`src/rtl/rotation_pkg.sv`:
```
// Shared constants and types for the rotation front end and the dial datapath.
package rotation_pkg;

  localparam int VALUE_WIDTH_DEFAULT = 16;
  localparam int DIAL_START          = 50;
  localparam int DIAL_MODULUS        = 100;

  localparam logic [7:0] CH_R  = 8'h52;
  localparam logic [7:0] CH_L  = 8'h4C;
  localparam logic [7:0] CH_0  = 8'h30;
  localparam logic [7:0] CH_9  = 8'h39;
  localparam logic [7:0] CH_LF = 8'h0A;
  localparam logic [7:0] CH_CR = 8'h0D;

  typedef enum logic [2:0] {
    ST_IDLE   = 3'd0,
    ST_DIGITS = 3'd1,
    ST_EMIT   = 3'd2,
    ST_DONE   = 3'd3,
    ST_ERROR  = 3'd4
  } parser_state_t;

  function automatic logic is_digit(input logic [7:0] b);
    return (b >= CH_0) && (b <= CH_9);
  endfunction

endpackage

```
`src/rtl/rotation_parser_decimal_accumulator.sv`:
```
// Saturating decimal accumulator: value <= value*10 + digit, clamped to all-ones.
module decimal_accumulator #(
  parameter int VALUE_WIDTH = 16
) (
  input  logic                   clock,
  input  logic                   reset_n,
  input  logic                   i_clear,
  input  logic                   i_digit_valid,
  input  logic [3:0]             i_digit,
  output logic [VALUE_WIDTH-1:0] o_value,
  output logic [VALUE_WIDTH-1:0] o_next
);

  logic [VALUE_WIDTH-1:0] r_acc;
  logic [VALUE_WIDTH+3:0] w_wide;
  logic [VALUE_WIDTH+3:0] w_x10;
  logic [VALUE_WIDTH+3:0] w_sum;
  logic [VALUE_WIDTH-1:0] w_step;

  // Four spare bits hold acc*10+9 exactly, so any nonzero top bit means overflow.
  assign w_wide = {4'd0, r_acc};
  assign w_x10  = (w_wide << 3) + (w_wide << 1);
  assign w_sum  = w_x10 + {{VALUE_WIDTH{1'b0}}, i_digit};
  assign w_step = (|w_sum[VALUE_WIDTH+3:VALUE_WIDTH]) ? {VALUE_WIDTH{1'b1}}
                                                      : w_sum[VALUE_WIDTH-1:0];

  always_comb begin
    o_next = r_acc;
    if (i_clear)
      o_next = '0;
    else if (i_digit_valid)
      o_next = w_step;
  end

  always_ff @(posedge clock or negedge reset_n) begin
    if (!reset_n)
      r_acc <= '0;
    else
      r_acc <= o_next;
  end

  assign o_value = r_acc;

endmodule

```
`src/rtl/rotation_parser.sv`:
```
// Turns an ASCII stream of "R<n>\n" / "L<n>\n" lines into rotation commands.
module rotation_parser
  import rotation_pkg::*;
#(
  parameter int VALUE_WIDTH = VALUE_WIDTH_DEFAULT
) (
  input  logic                   clock,
  input  logic                   reset_n,
  input  logic                   in_valid,
  output logic                   in_ready,
  input  logic [7:0]             in_data,
  input  logic                   in_last,
  output logic                   cmd_valid,
  input  logic                   cmd_ready,
  output logic [VALUE_WIDTH-1:0] cmd_value,
  output logic                   cmd_positive,
  output logic                   cmd_last,
  output logic [15:0]            line_count,
  output logic                   done,
  output logic                   error,
  output logic [2:0]             dbg_state
);

  // Both interfaces: a transfer happens on a rising edge where valid & ready;
  // a producer holds valid and its payload stable until that transfer.

  parser_state_t          r_state;
  parser_state_t          w_state_next;
  logic                   r_ready_en;
  logic                   r_dir;
  logic                   r_digit_seen;
  logic [VALUE_WIDTH-1:0] r_cmd_value;
  logic                   r_cmd_positive;
  logic                   r_cmd_last;
  logic [15:0]            r_line_count;

  logic                   w_fire;
  logic                   w_acc_clear;
  logic                   w_acc_dv;
  logic                   w_start_cmd;
  logic                   w_set_seen;
  logic                   w_enter_emit;
  logic                   w_emit_last;
  logic                   w_count_inc;
  logic [VALUE_WIDTH-1:0] w_acc_value;
  logic [VALUE_WIDTH-1:0] w_acc_next;

  decimal_accumulator #(.VALUE_WIDTH(VALUE_WIDTH)) u_acc (
    .clock         (clock),
    .reset_n       (reset_n),
    .i_clear       (w_acc_clear),
    .i_digit_valid (w_acc_dv),
    .i_digit       (in_data[3:0]),
    .o_value       (w_acc_value),
    .o_next        (w_acc_next)
  );

  assign in_ready = r_ready_en && (r_state == ST_IDLE || r_state == ST_DIGITS);
  assign w_fire   = in_valid && in_ready;

  always_comb begin
    w_state_next = r_state;
    w_acc_clear  = 1'b0;
    w_acc_dv     = 1'b0;
    w_start_cmd  = 1'b0;
    w_set_seen   = 1'b0;
    w_enter_emit = 1'b0;
    w_emit_last  = 1'b0;
    w_count_inc  = 1'b0;
    case (r_state)
      ST_IDLE: if (w_fire) begin
        if (in_data == CH_R || in_data == CH_L) begin
          w_start_cmd  = 1'b1;
          w_acc_clear  = 1'b1;
          w_state_next = in_last ? ST_ERROR : ST_DIGITS;
        end else if (in_data == CH_LF || in_data == CH_CR) begin
          w_state_next = in_last ? ST_DONE : ST_IDLE;
        end else begin
          w_state_next = ST_ERROR;
        end
      end
      ST_DIGITS: if (w_fire) begin
        if (is_digit(in_data)) begin
          w_acc_dv   = 1'b1;
          w_set_seen = 1'b1;
          if (in_last) begin
            w_enter_emit = 1'b1;
            w_emit_last  = 1'b1;
            w_state_next = ST_EMIT;
          end
        // A carriage return carrying in_last terminates the line like '\n'.
        end else if (in_data == CH_LF || (in_data == CH_CR && in_last)) begin
          if (r_digit_seen) begin
            w_enter_emit = 1'b1;
            w_emit_last  = in_last;
            w_state_next = ST_EMIT;
          end else begin
            w_state_next = ST_ERROR;
          end
        end else if (in_data != CH_CR) begin
          w_state_next = ST_ERROR;
        end
      end
      ST_EMIT: if (cmd_ready) begin
        w_count_inc  = 1'b1;
        w_state_next = r_cmd_last ? ST_DONE : ST_IDLE;
      end
      default: ;
    endcase
  end

  always_ff @(posedge clock or negedge reset_n) begin
    if (!reset_n) begin
      r_state        <= ST_IDLE;
      r_ready_en     <= 1'b0;
      r_dir          <= 1'b0;
      r_digit_seen   <= 1'b0;
      r_cmd_value    <= '0;
      r_cmd_positive <= 1'b0;
      r_cmd_last     <= 1'b0;
      r_line_count   <= 16'd0;
    end else begin
      r_state    <= w_state_next;
      r_ready_en <= 1'b1;
      if (w_start_cmd) begin
        r_dir        <= (in_data == CH_R);
        r_digit_seen <= 1'b0;
      end else if (w_set_seen) begin
        r_digit_seen <= 1'b1;
      end
      // Capture the post-update accumulator so a final digit with in_last counts.
      if (w_enter_emit) begin
        r_cmd_value    <= w_acc_next;
        r_cmd_positive <= r_dir;
        r_cmd_last     <= w_emit_last;
      end
      if (w_count_inc)
        r_line_count <= r_line_count + 16'd1;
    end
  end

  assign cmd_valid    = (r_state == ST_EMIT);
  assign cmd_value    = r_cmd_value;
  assign cmd_positive = r_cmd_positive;
  assign cmd_last     = r_cmd_last;
  assign line_count   = r_line_count;
  assign done         = (r_state == ST_DONE);
  assign error        = (r_state == ST_ERROR);
  assign dbg_state    = r_state;

endmodule

```
`config.mk`:
```
export PLATFORM = sky130hd
export DESIGN_NAME = rotation_parser
export DESIGN_NICKNAME = d
export VERILOG_FILES = /design/src/rtl/rotation_pkg.sv /design/src/rtl/rotation_parser_decimal_accumulator.sv /design/src/rtl/rotation_parser.sv
export SDC_FILE = /design/constraint.sdc
export NUM_CORES = 1
export LEC_CHECK = 0
export CAP_MARGIN = 20
export CELL_PAD_IN_SITES_DETAIL_PLACEMENT = 0
export CELL_PAD_IN_SITES_GLOBAL_PLACEMENT = 1
export CORE_MARGIN = 1.5
export CORE_UTILIZATION = 40
export CTS_CLUSTER_DIAMETER = 50
export DETAILED_ROUTE_END_ITERATION = 10
export PLACE_DENSITY_LB_ADDON = 0.15
export SLEW_MARGIN = 10
export SYNTH_ARGS = -nofsm -noshare
export SYNTH_HDL_FRONTEND = slang
export SYNTH_SLANG_ARGS = --single-unit
```
`constraint.sdc`:
```
create_clock -name clock -period 10.4 [get_ports clock]
set_clock_uncertainty 0.1 [all_clocks]
set_input_delay 2.08 -clock clock [delete_from_list [all_inputs] [get_ports clock]]
set_output_delay 2.08 -clock clock [all_outputs]
set_load 0.03 [all_outputs]
```
==> impl_metrics.yaml <==
synthesis:
  ys_seq_area_share_pct: 37.9
  synth-edff-count: 0
  async_flop_share_pct: 100
  netlist_area_um2: 3700
  synth_ff_type: "sky130_fd_sc_hd__dfrtp_1"
  yosys_warnings: 0
  synth_instances: 355
  postSynthNetCount: 402
  yosysUniqueCellTypes: 62
  ys_seq_elements: 56
  synthesis.area_per_instance_um2: 10.4
place:
  place_congestion: 0.795
  placement.io_buffers: 53
  place_inst: 506
  dp_hpwl_um: 6140
  detailed_place.area_um2: 4300
  dp_worst_setup_slack_ns: 4.65
cts:
  htree_depth: 2
  postCtsHoldBufs: 0
  cts_resized: 0
  cts-buffers-inserted: 5
  max-clock-path-buffers: 2
  cts-root-buf: "sky130_fd_sc_hd__clkbuf_8"
  cts_tree: "done"
  numClockSinks: 56
  postCtsSetupBuffers: 0
  insertion_delay_ns: 0.31
  clk_pin_slew_worst_paths_ns: 0.10
timing:
  timing.final.setup_violations: 0
  final_period_utilization_pct: 52.2
  fmaxAchievable_mhz: 184
  rsz0062_at_grt: "false"
  final-hold-violation-count: 0
  maxSlewViolCount: 0
  setup_total_negative_slack_ns: 0
  timing_worst_slew_pin_value_ns: 1.03
  timing.final.ws_setup_ns: 4.97
  post-route-min-period_ns: 5.43
  timing.max_slew.rel_slack_pct: 31.3
route:
  total_routed_length_um: 8300
  wl_met3_um: 224
  average_via_count_per_standard_cell: 5.52
  drt_iter0_drc: 71
  drt-pass1-iter-count: 4
  highest-signal-layer: "met4"
  post_route_met1_wirelength_um: 3970
  route.detailed.wl_per_inst_um: 16.2
  met2_wirelength_um: 4040
  drc: 0
  vias: 2839
  drt.antenna.violating_nets: 0
floorplanning:
  initial_utilization_pct: 41.8
  chipWidth_um: 99.1
  coreArea_um2: 8850
  floorplan.io_pins: 54
  die_area_um2: 9830
  row_count: 34
  die_y_um: 99.1
critical_path:
  critical_path.startpoint_type: "input pin"
  crit-reg2reg-capture: "cmd_value[3]$_DFFE_PN0P_"
  cp_data_required_time_ns: 10.50
  crit_path_end_kind: "flip-flop"
  critPathArrivalTime_ns: 5.53
  timing.rr.start: "u_acc.o_value[0]$_DFF_PN0_"
  critical_path.max_fanout: 16
  r2r_cells: 11
  criticalPathCategory: "input pin to flip-flop"
  minimum_setup_slack_among_reg_to_reg_paths_ns: 6.90
global_route:
  overflow: 0
  grt_pass1_wl_um: 14100
  track_usage_pct: 17.8
  vias_in_the_first_global_route: 2795
  grt_max_degree: 57
  grt_antenna_before_repair: 0
final_layout:
  antenna_cells_inserted: 0
  highest_count_cells_in_the_layout_ignoring_fill_and_taps: "56 x sky130_fd_sc_hd__dfrtp_1, 52 x sky130_fd_sc_hd__clkdlybuf4s50_1, 32 x sky130_fd_sc_hd__ha_1"
  drive_above_1_share_pct: 12.1
  fin_area_um2: 4390
  layout_commonest_cell: "sky130_fd_sc_hd__dfrtp_1"
  layoutNonFillerInstCount: 514
  nNetsFinal: 452
  syn2layout_area_growth_pct: 18.9
flow_run:
  cap_viol_max_count: 0
pwr:
  total_power_uw: 480
  leakagePower_nw: 2.00
  p_per_area_nw_per_um2: 109
  vdd_ir_drop_max_mv: 0.0769
worst_hold_path:
  hp-class: "flip-flop to flip-flop"
  timing.hold.worst.start: "line_count[15]$_DFFE_PN0P_"
  holdPathStages: 1
  hold_end: "line_count[15]$_DFFE_PN0P_"
status:
  outcome: "finished clean"
cell type report:
class | instances | area [um2]
Sequential cell | 56 | 1400
Multi-Input combinational cell | 273 | 2160
Clock buffer | 6 | 82.6
Fill cell | 841 | 4460
Timing Repair Buffer | 57 | 556
Clock inverter | 2 | 15.0
Tap cell | 108 | 135
Inverter | 12 | 45.0
worst max path at each step:
stage | startpoint | to | slack, ns | depth (start not counted)
CTS | in_data[3] | cmd_value[3]$_DFFE_PN0P_ | 5.01 | 12
global route | in_data[2] | cmd_value[14]$_DFFE_PN0P_ | 4.82 | 13
global placement | in_data[3] | cmd_value[14]$_DFFE_PN0P_ | 4.72 | 12
detailed placement | in_data[3] | cmd_value[12]$_DFFE_PN0P_ | 4.65 | 12
finish | in_data[3] | cmd_value[3]$_DFFE_PN0P_ | 4.97 | 12
floorplan | in_data[3] | cmd_value[14]$_DFFE_PN0P_ | 5.33 | 11
cell families (layout without fill, tap and decap cells):
logic type / count (synthesis) / in the layout / synth area share [%]
simple gates: 89 / 89 / 13.5
flops: 56 / 56 / 37.9
buf+inv: 26 / 77 / 3.69
other cells: 1 / 1 / 0.101
fa+ha+maj: 34 / 34 / 11.9
compound gates: 102 / 102 / 19.8
mux: 20 / 20 / 6.74
xor+xnor: 27 / 27 / 6.40
cells in the mapped netlist (all sizes together) (3+ instances only):
library cell	number	area, um2
dfrtp	56	1400
ha	32	400
o21ai	29	145
nand2	26	97.6
a31oi	20	159
xnor2	19	166
a21oi	18	109
mux2	18	229
nor2	15	56.3
inv	12	45.0
nand4	10	62.6
buf	8	57.6
xor2	8	70.1
nor3b	7	57.6
clkbuf	6	33.8
nor3	6	30.0
a21o	5	37.5
a211oi	4	30.0
and3	4	26.3
nand3	4	20.0
o211ai	4	30.0
o21a	4	30.0
nand2b	3	18.8
o211a	3	30.0
o31ai	3	36.3
power by group:
group / internal, mW / switching (mW)
sequential: 0.227 / 0.0167
combinational: 0.0481 / 0.0624
clock: 0.0541 / 0.0727
critical path: stages:
cell	delay [ns]
sky130_fd_sc_hd__clkdlybuf4s50_1	0.52
sky130_fd_sc_hd__fa_1	0.55
sky130_fd_sc_hd__inv_1	0.10
sky130_fd_sc_hd__fa_1	0.26
sky130_fd_sc_hd__nor2b_4	0.07
sky130_fd_sc_hd__o31ai_4	0.25
sky130_fd_sc_hd__a21oi_2	0.11
sky130_fd_sc_hd__or4_4	0.50
sky130_fd_sc_hd__a2111oi_4	0.34
sky130_fd_sc_hd__buf_4	0.32
sky130_fd_sc_hd__a31oi_1	0.16
sky130_fd_sc_hd__mux2_2	0.28
layer usage:
layer | GRT usage, % | vias up
met3 | 2.81 | 7
met1 | 23.7 | 1374
met2 | 30.9 | 50
met4 | 3.90 | 0
li1 | - | 1408
met5 | 0 | -
sequential cells by signal (all words and copies together) (netlist names):
signal         count
cmd_last           1
cmd_positive       1
cmd_value         16
dbg_state          3
line_count        16
r_digit_seen       1
r_dir              1
r_ready_en         1
u_acc.o_value     16
stage by stage:
stage	util, %	hold slack [ns]
floorplan	-	0.394
global placement	48.5	0.359
detailed placement	48.5	0.371
CTS	49.6	0.386
global route	49.6	0.420
finish	49.6	0.382
Note: power is estimated with default switching activity, not from simulation.
